<file path="src/rtl/sha_job_scheduler.sv">
// sha_job_scheduler
//
// Sequences a single sha_block mining instance. Work units (midstate plus
// header block) are accepted into a one-deep buffer. The FSM then copies a
// work unit into the active registers, holds loadState for LOAD_CYCLES,
// enables the search with solveEn, and returns one result per job.
//
// A job ends in one of three ways:
//   - found:     flag seen during SOLVE, goldenNonce captured that cycle
//   - aborted:   job_abort seen during SOLVE
//   - exhausted: MAX_SOLVE_CYCLES solve cycles elapsed
// An abort during LOAD drops the job silently, with no result.
//
// Ports
//   clk, rst                  clock, synchronous active-high reset
//   job_valid/job_ready       job offer handshake (job_ready = buffer empty)
//   job_midstate/job_headdata job payload
//   job_abort                 one-cycle pulse that drops the active job
//   midState/headData         active job towards sha_block (registered)
//   loadState/solveEn         sha_block strobes
//   flag/goldenNonce          sha_block search result
//   result_valid/result_ready result handshake
//   result_found/result_nonce result payload (nonce 0 unless found)
//   busy                      FSM not idle
//
// Build option
//   SHA_SCHED_STATS_EN  adds jobs_done / jobs_found handshake counters.

module sha_job_scheduler #(
  parameter int unsigned             LOAD_CYCLES      = 2,
  parameter int unsigned             TIMEOUT_W        = 32,
  parameter logic [TIMEOUT_W-1:0]    MAX_SOLVE_CYCLES = 32'hFFFF_FFFF
) (
  input  logic         clk,
  input  logic         rst,
  input  logic         job_valid,
  output logic         job_ready,
  input  logic [255:0] job_midstate,
  input  logic [511:0] job_headdata,
  input  logic         job_abort,
  output logic [255:0] midState,
  output logic [511:0] headData,
  output logic         loadState,
  output logic         solveEn,
  input  logic         flag,
  input  logic [31:0]  goldenNonce,
  output logic         result_valid,
  input  logic         result_ready,
  output logic         result_found,
  output logic [31:0]  result_nonce,
  output logic         busy
`ifdef SHA_SCHED_STATS_EN
  ,
  output logic [31:0]  jobs_done,
  output logic [31:0]  jobs_found
`endif
);

  localparam int unsigned LOAD_W = (LOAD_CYCLES > 1) ? $clog2(LOAD_CYCLES) : 1;
  localparam logic [LOAD_W-1:0]    LOAD_LAST  = LOAD_W'(LOAD_CYCLES - 1);
  localparam logic [LOAD_W-1:0]    LOAD_ONE   = LOAD_W'(1'b1);
  localparam logic [TIMEOUT_W-1:0] SOLVE_ONE  = TIMEOUT_W'(1'b1);
  localparam logic [TIMEOUT_W-1:0] SOLVE_LAST = MAX_SOLVE_CYCLES - SOLVE_ONE;
  localparam logic [TIMEOUT_W-1:0] SOLVE_SAT  = {TIMEOUT_W{1'b1}};

  typedef enum logic [1:0] {
    ST_IDLE   = 2'd0,
    ST_LOAD   = 2'd1,
    ST_SOLVE  = 2'd2,
    ST_REPORT = 2'd3
  } state_t;

  state_t state_r;
  state_t state_s;

  logic                 buf_full_r;
  logic [255:0]         buf_mid_r;
  logic [511:0]         buf_head_r;
  logic [LOAD_W-1:0]    load_cnt_r;
  logic [TIMEOUT_W-1:0] solve_cnt_r;
  logic                 found_r;
  logic [31:0]          nonce_r;
  logic [255:0]         mid_r;
  logic [511:0]         head_r;

  logic push_s;
  logic pop_s;
  logic handshake_s;

  assign push_s      = job_valid && !buf_full_r;
  // The buffer is consumed exactly when the FSM leaves IDLE.
  assign pop_s       = (state_r == ST_IDLE) && (state_s != ST_IDLE);
  assign handshake_s = (state_r == ST_REPORT) && result_ready;

  // State register.
  always_ff @(posedge clk) begin
    if (rst) begin
      state_r <= ST_IDLE;
    end else begin
      state_r <= state_s;
    end
  end

  // Next-state logic; exit priority in SOLVE is flag, then abort, then timeout.
  always_comb begin
    state_s = state_r;
    case (state_r)
      ST_IDLE: begin
        if (buf_full_r) begin
          state_s = ST_LOAD;
        end else begin
          state_s = ST_IDLE;
        end
      end
      ST_LOAD: begin
        if (job_abort) begin
          state_s = ST_IDLE;
        end else if (load_cnt_r == LOAD_LAST) begin
          state_s = ST_SOLVE;
        end else begin
          state_s = ST_LOAD;
        end
      end
      ST_SOLVE: begin
        if (flag || job_abort || (solve_cnt_r == SOLVE_LAST)) begin
          state_s = ST_REPORT;
        end else begin
          state_s = ST_SOLVE;
        end
      end
      ST_REPORT: begin
        if (result_ready) begin
          state_s = ST_IDLE;
        end else begin
          state_s = ST_REPORT;
        end
      end
      default: begin
        state_s = ST_IDLE;
      end
    endcase
  end

  // One-deep job buffer; a push wins over a pop so a refill keeps it full.
  always_ff @(posedge clk) begin
    if (rst) begin
      buf_full_r <= 1'b0;
      buf_mid_r  <= 256'd0;
      buf_head_r <= 512'd0;
    end else if (push_s) begin
      buf_full_r <= 1'b1;
      buf_mid_r  <= job_midstate;
      buf_head_r <= job_headdata;
    end else if (pop_s) begin
      buf_full_r <= 1'b0;
    end else begin
      buf_full_r <= buf_full_r;
    end
  end

  // Active job registers, loaded on IDLE->LOAD and held until the next load.
  always_ff @(posedge clk) begin
    if (rst) begin
      mid_r  <= 256'd0;
      head_r <= 512'd0;
    end else if (pop_s) begin
      mid_r  <= buf_mid_r;
      head_r <= buf_head_r;
    end else begin
      mid_r  <= mid_r;
      head_r <= head_r;
    end
  end

  // LOAD and SOLVE cycle counters; the solve counter saturates.
  always_ff @(posedge clk) begin
    if (rst) begin
      load_cnt_r  <= {LOAD_W{1'b0}};
      solve_cnt_r <= {TIMEOUT_W{1'b0}};
    end else begin
      case (state_r)
        ST_IDLE: begin
          load_cnt_r  <= {LOAD_W{1'b0}};
          solve_cnt_r <= {TIMEOUT_W{1'b0}};
        end
        ST_LOAD: begin
          load_cnt_r  <= load_cnt_r + LOAD_ONE;
          solve_cnt_r <= {TIMEOUT_W{1'b0}};
        end
        ST_SOLVE: begin
          load_cnt_r <= load_cnt_r;
          if (solve_cnt_r != SOLVE_SAT) begin
            solve_cnt_r <= solve_cnt_r + SOLVE_ONE;
          end else begin
            solve_cnt_r <= solve_cnt_r;
          end
        end
        default: begin
          load_cnt_r  <= load_cnt_r;
          solve_cnt_r <= solve_cnt_r;
        end
      endcase
    end
  end

  // Result capture on SOLVE exit; frozen through REPORT so flag/abort there are ignored.
  always_ff @(posedge clk) begin
    if (rst) begin
      found_r <= 1'b0;
      nonce_r <= 32'd0;
    end else if (state_r == ST_SOLVE) begin
      if (flag) begin
        found_r <= 1'b1;
        nonce_r <= goldenNonce;
      end else if (job_abort || (solve_cnt_r == SOLVE_LAST)) begin
        found_r <= 1'b0;
        nonce_r <= 32'd0;
      end else begin
        found_r <= found_r;
        nonce_r <= nonce_r;
      end
    end else begin
      found_r <= found_r;
      nonce_r <= nonce_r;
    end
  end

`ifdef SHA_SCHED_STATS_EN
  logic [31:0] jobs_done_r;
  logic [31:0] jobs_found_r;

  // Handshake statistics, wrapping modulo 2^32.
  always_ff @(posedge clk) begin
    if (rst) begin
      jobs_done_r  <= 32'd0;
      jobs_found_r <= 32'd0;
    end else if (handshake_s) begin
      jobs_done_r <= jobs_done_r + 32'd1;
      if (found_r) begin
        jobs_found_r <= jobs_found_r + 32'd1;
      end else begin
        jobs_found_r <= jobs_found_r;
      end
    end else begin
      jobs_done_r  <= jobs_done_r;
      jobs_found_r <= jobs_found_r;
    end
  end

  assign jobs_done  = jobs_done_r;
  assign jobs_found = jobs_found_r;
`else
  logic unused_hs_s;
  assign unused_hs_s = handshake_s;
`endif

  // Strobes are pure decodes of the state flop, so they change only at clock edges.
  assign job_ready    = !buf_full_r;
  assign midState     = mid_r;
  assign headData     = head_r;
  assign loadState    = (state_r == ST_LOAD);
  assign solveEn      = (state_r == ST_SOLVE);
  assign result_valid = (state_r == ST_REPORT);
  assign result_found = found_r;
  assign result_nonce = nonce_r;
  assign busy         = (state_r != ST_IDLE);

endmodule

</file>
<file path="config.mk">
export PLATFORM = sky130hd
export DESIGN_NAME = sha_job_scheduler
export DESIGN_NICKNAME = d
export VERILOG_FILES = /design/src/rtl/sha_job_scheduler.sv
export SDC_FILE = /design/constraint.sdc
export NUM_CORES = 2
export LEC_CHECK = 0
export ABC_AREA = 1
export BUFFER_PORTS_ARGS = -buffer_cell sky130_fd_sc_hd__buf_2
export CORE_AREA = 2 2 631 633
export CTS_CLUSTER_SIZE = 24
export DETAILED_ROUTE_END_ITERATION = 7
export DIE_AREA = 0 0 633 635
export GPL_ROUTABILITY_DRIVEN = 0
export PLACE_DENSITY_LB_ADDON = 0.25
export SLEW_MARGIN = 10
export SYNTH_ARGS = -nofsm -noshare
export SYNTH_HDL_FRONTEND = slang
export SYNTH_SLANG_ARGS = --single-unit
</file>
<file path="constraint.sdc">
create_clock -name clk -period 3.86 [get_ports clk]
set_input_delay 0.579 -clock clk [delete_from_list [all_inputs] [get_ports clk]]
set_output_delay 0.579 -clock clk [all_outputs]
set_load 0.02 [all_outputs]
</file>
==> flow_metrics.py <==
metrics = {
    "logic_synthesis": {
        "syn_avg_cell_area_um2": 7.737,
        "synth_cells": 7183,
        "ys.warnings.count": 0,
        "async_reset_ff_share_pct": 0,
        "synth_compound_area_share_pct": 14.61,
        "ys_seq_area_share_pct": 57.81,
        "synth_mux_area_share_pct": 0,
        "synth_edf_count": 0,
        "synth_flop_cell": "dfxtp_1",
        "synth_xor_area_share_pct": 0.07880,
        "synthAdderAreaFrac_pct": 0.04503,
        "synth_top_family_by_area": "simple AND/OR/NAND/NOR gates",
        "ys_seq_elements": 1605,
        "synth_simple_gate_area_share_pct": 23.17,
        "syn_area_um2": 55580,
        "yosysUniqueCellTypes": 32,
        "synth_nets": 7991,
    },
    "floorplan": {
        "die_w_um": 633,
        "die_area_um2": 402000,
        "placementRows": 231,
        "initial_core_util_pct": 14.08,
        "die_h_um": 635,
        "ios": 1612,
        "core_area_um2": 394800,
    },
    "route": {
        "num_vias": 55870,
        "antenna_left": 0,
        "via_per_inst": 3.778,
        "drc": 0,
        "wl_um": 300200,
        "dr.pass1.iters": 5,
        "initialDrtViolationCount": 3492,
        "wl_per_cell_um": 20.30,
    },
    "worst_setup_path": {
        "cp-start-kind": "flop",
        "path_class": "flop to output port",
        "crit_arrival_ns": 2.16,
        "r2r_slack_ns": 1.18,
        "r2r_end": "headData[270]$_SDFFE_PP0P_",
        "crit_end": "solveEn",
        "path_max_fanout": 20,
        "required_ns": 3.28,
        "timing.rr.start": "state_r[1]$_SDFF_PP0_",
        "reg2regPathDepth": 7,
        "worst_setup_path_end_kind": "output port",
        "worstSetupStartpoint": "state_r[1]$_SDFF_PP0_",
    },
    "timing": {
        "clock_skew_ns": 0.07124,
        "period_minus_slack_ns": 2.737,
        "rsz0062_at_grt": "no",
        "min_period_over_period_pct": 70.90,
        "max_freq_ghz": 0.3654,
        "holdWs_ns": 0.08493,
        "slew_headroom_pct": 21.79,
        "setup_viol": 0,
        "slew_viol_final": 0,
        "tightestPinTransition_ns": 1.161,
        "hold_violations": 0,
        "fin_tns_setup_ns": 0,
    },
    "min_path": {
        "hold_class": "primary input to flop",
        "hp-start": "job_headdata[363]",
    },
    "final_layout": {
        "drive_gt1_share_pct": 22.29,
        "register_area_um2": 32130,
        "design_area_um2": 83650,
        "nets": 10160,
        "finalNonFillerCells": 14790,
        "n_fill_cell": 44810,
        "area_growth_pct": 50.51,
        "multiInputGateArea_um2": 21080,
    },
    "clock_tree": {
        "h-tree-depth": 4,
        "clkLatencyLatePin_ns": 0.88,
        "numCtsBuffers": 200,
        "clkTransAtPathRegs_ns": 0.06,
        "root_buffer": "clkbuf_16",
        "clockBufferDepth": 4,
        "cts_tree": "done",
        "cts.sinks": 1605,
        "cts_setup_buffers": 0,
    },
    "place": {
        "port_buffers": 1611,
        "placed_cells": 13670,
        "place_hpwl_um": 227400,
        "placed_area_um2": 69650,
    },
    "grt": {
        "antenna_found_initial": 79,
        "met1_usage_pct": 17.03,
        "grt_pass1_vias": 54730,
        "grt_first_pass_wirelength_um": 417800,
        "grtUsageTotal_pct": 14.24,
        "met3_usage_pct": 3.375,
        "use_met2_pct": 25.37,
        "busiest_layer": "met2",
        "grt_max_degree": 165,
        "overflow": 0,
    },
    "run": {
        "drv_cap": 0,
    },
    "pwr": {
        "p_leak_uw": 0.03777,
        "power_density_nw_per_um2": 591.5,
        "ir_drop_v": 0.0004593,
    },
    "run_status": {
        "status": "finished, final reports clean",
    },
}
[stage by stage]
step | utilization [%] | total power (uW) | setup WS [ns]
floorplan | - | 25040 | 2.143
global placement | 17.64 | 29990 | 1.227
detailed placement | 17.64 | 29980 | 1.248
CTS | 21.16 | 50410 | 0.9993
global route | 21.18 | 51950 | 0.9603
finish | 21.19 | 49480 | 1.123
[sequential cells by signal, summed over array words and instances (netlist names)]
name,count
buf_full_r,1
buf_head_r,512
buf_mid_r,256
headData,512
load_cnt_r,1
midState,256
result_found,1
result_nonce,32
solve_cnt_r,32
state_r,2
[Yosys cell counts, types with 4 or more instances]
cell	number	share of area [%]
xor2_1	4	0.063
or2_2	5	0.056
nor3_1	4	0.036
nor2_4	4	0.081
a21oi_2	5	0.079
nand4_1	4	0.045
nand2_1	155	1.0
nor2_1	3145	21
nand3_1	60	0.54
dfxtp_1	1605	58
inv_1	37	0.25
a21oi_1	52	0.47
clkbuf_1	379	2.6
o21ai_0	1545	14
buf_2	142	1.3
a21o_1	4	0.054
buf_4	6	0.081
[cells in the final DEF (no fill, tap or decap), drive strengths merged, types with 2 or more instances in the layout]
cell / synthesis / layout
nor2: 3151 / 3151
buf: 153 / 1777
dfxtp: 1605 / 1605
o21ai: 1548 / 1548
dlygate4sd3: 0 / 719
clkbuf: 380 / 294
nand2: 159 / 159
nand3: 60 / 60
a21oi: 58 / 58
inv: 39 / 49
clkinv: 0 / 39
diode: 0 / 37
bufinv: 0 / 12
clkinvlp: 0 / 7
or2: 5 / 5
nor3: 4 / 4
a21o: 4 / 4
nand4: 4 / 4
xor2: 4 / 4
nand3b: 3 / 3
ha: 2 / 2
[routing by layer]
layer	vias up	part of all wire, %	routed length, um
li1	27470	-	-
met4	40	2.2	6543
met5	-	0.082	245
met3	374	6.4	19120
met1	26460	41	124600
met2	1528	50	149700
[cell families (layout without fill, tap and decap cells)]
kind of cell	after synthesis	in the layout
other	0	37
and+or+nand+nor	3386	3386
AOI/OAI and AO/OA	1613	1613
xor gates and xnor gates	5	5
adders and majority gates	2	2
DFF	1605	1605
buffers and inverters	572	2897
[power by group]
group / leakage [uW] / internal, uW / switching (uW) / total, uW
registers: 0.0132 / 18600 / 1090 / 19700
logic: 0.0213 / 3170 / 7240 / 10400
clock network: 0.00328 / 11300 / 8040 / 19400
[final cells by class]
type / count / share of cell area [%]
Antenna cell: 37 / 0.1107
Clock buffer: 294 / 6.981
Clock inverter: 68 / 1.041
Inverter: 39 / 0.2019
Multi-Input combinational cell: 5006 / 25.20
Sequential cell: 1605 / 38.41
Tap cell: 5242 / 7.841
Timing Repair Buffer: 2496 / 20.21
[critical path: stages, from the launching register on]
cell and delay [ns]:
dfxtp_1 0.41, inv_1 0.16, nor2_4 0.41, buf_2 0.29
[worst min path at each step]
| stage | endpoint | slack (ns) | cells past startpoint |
|---|---|---|---|
| floorplan | load_cnt_r$_SDFFE_PP0P_ | 0.43 | 2 |
| global placement | load_cnt_r$_SDFFE_PP0P_ | 0.44 | 2 |
| detailed placement | result_nonce[4]$_SDFFE_PP0P_ | 0.45 | 2 |
| CTS | buf_mid_r[176]$_SDFFE_PP0P_ | 0.001 | 3 |
| global route | buf_head_r[455]$_SDFFE_PP0P_ | 0.02 | 3 |
| finish | buf_head_r[363]$_SDFFE_PP0P_ | 0.08 | 3 |
[what timing repair did]
action | 4_1_cts | 5_1_grt
endpoints found under the hold margin | 719 | 0
hold buffers | 719 | 0
resized for setup | 0 | 0
(Power assumes the default switching activity.)
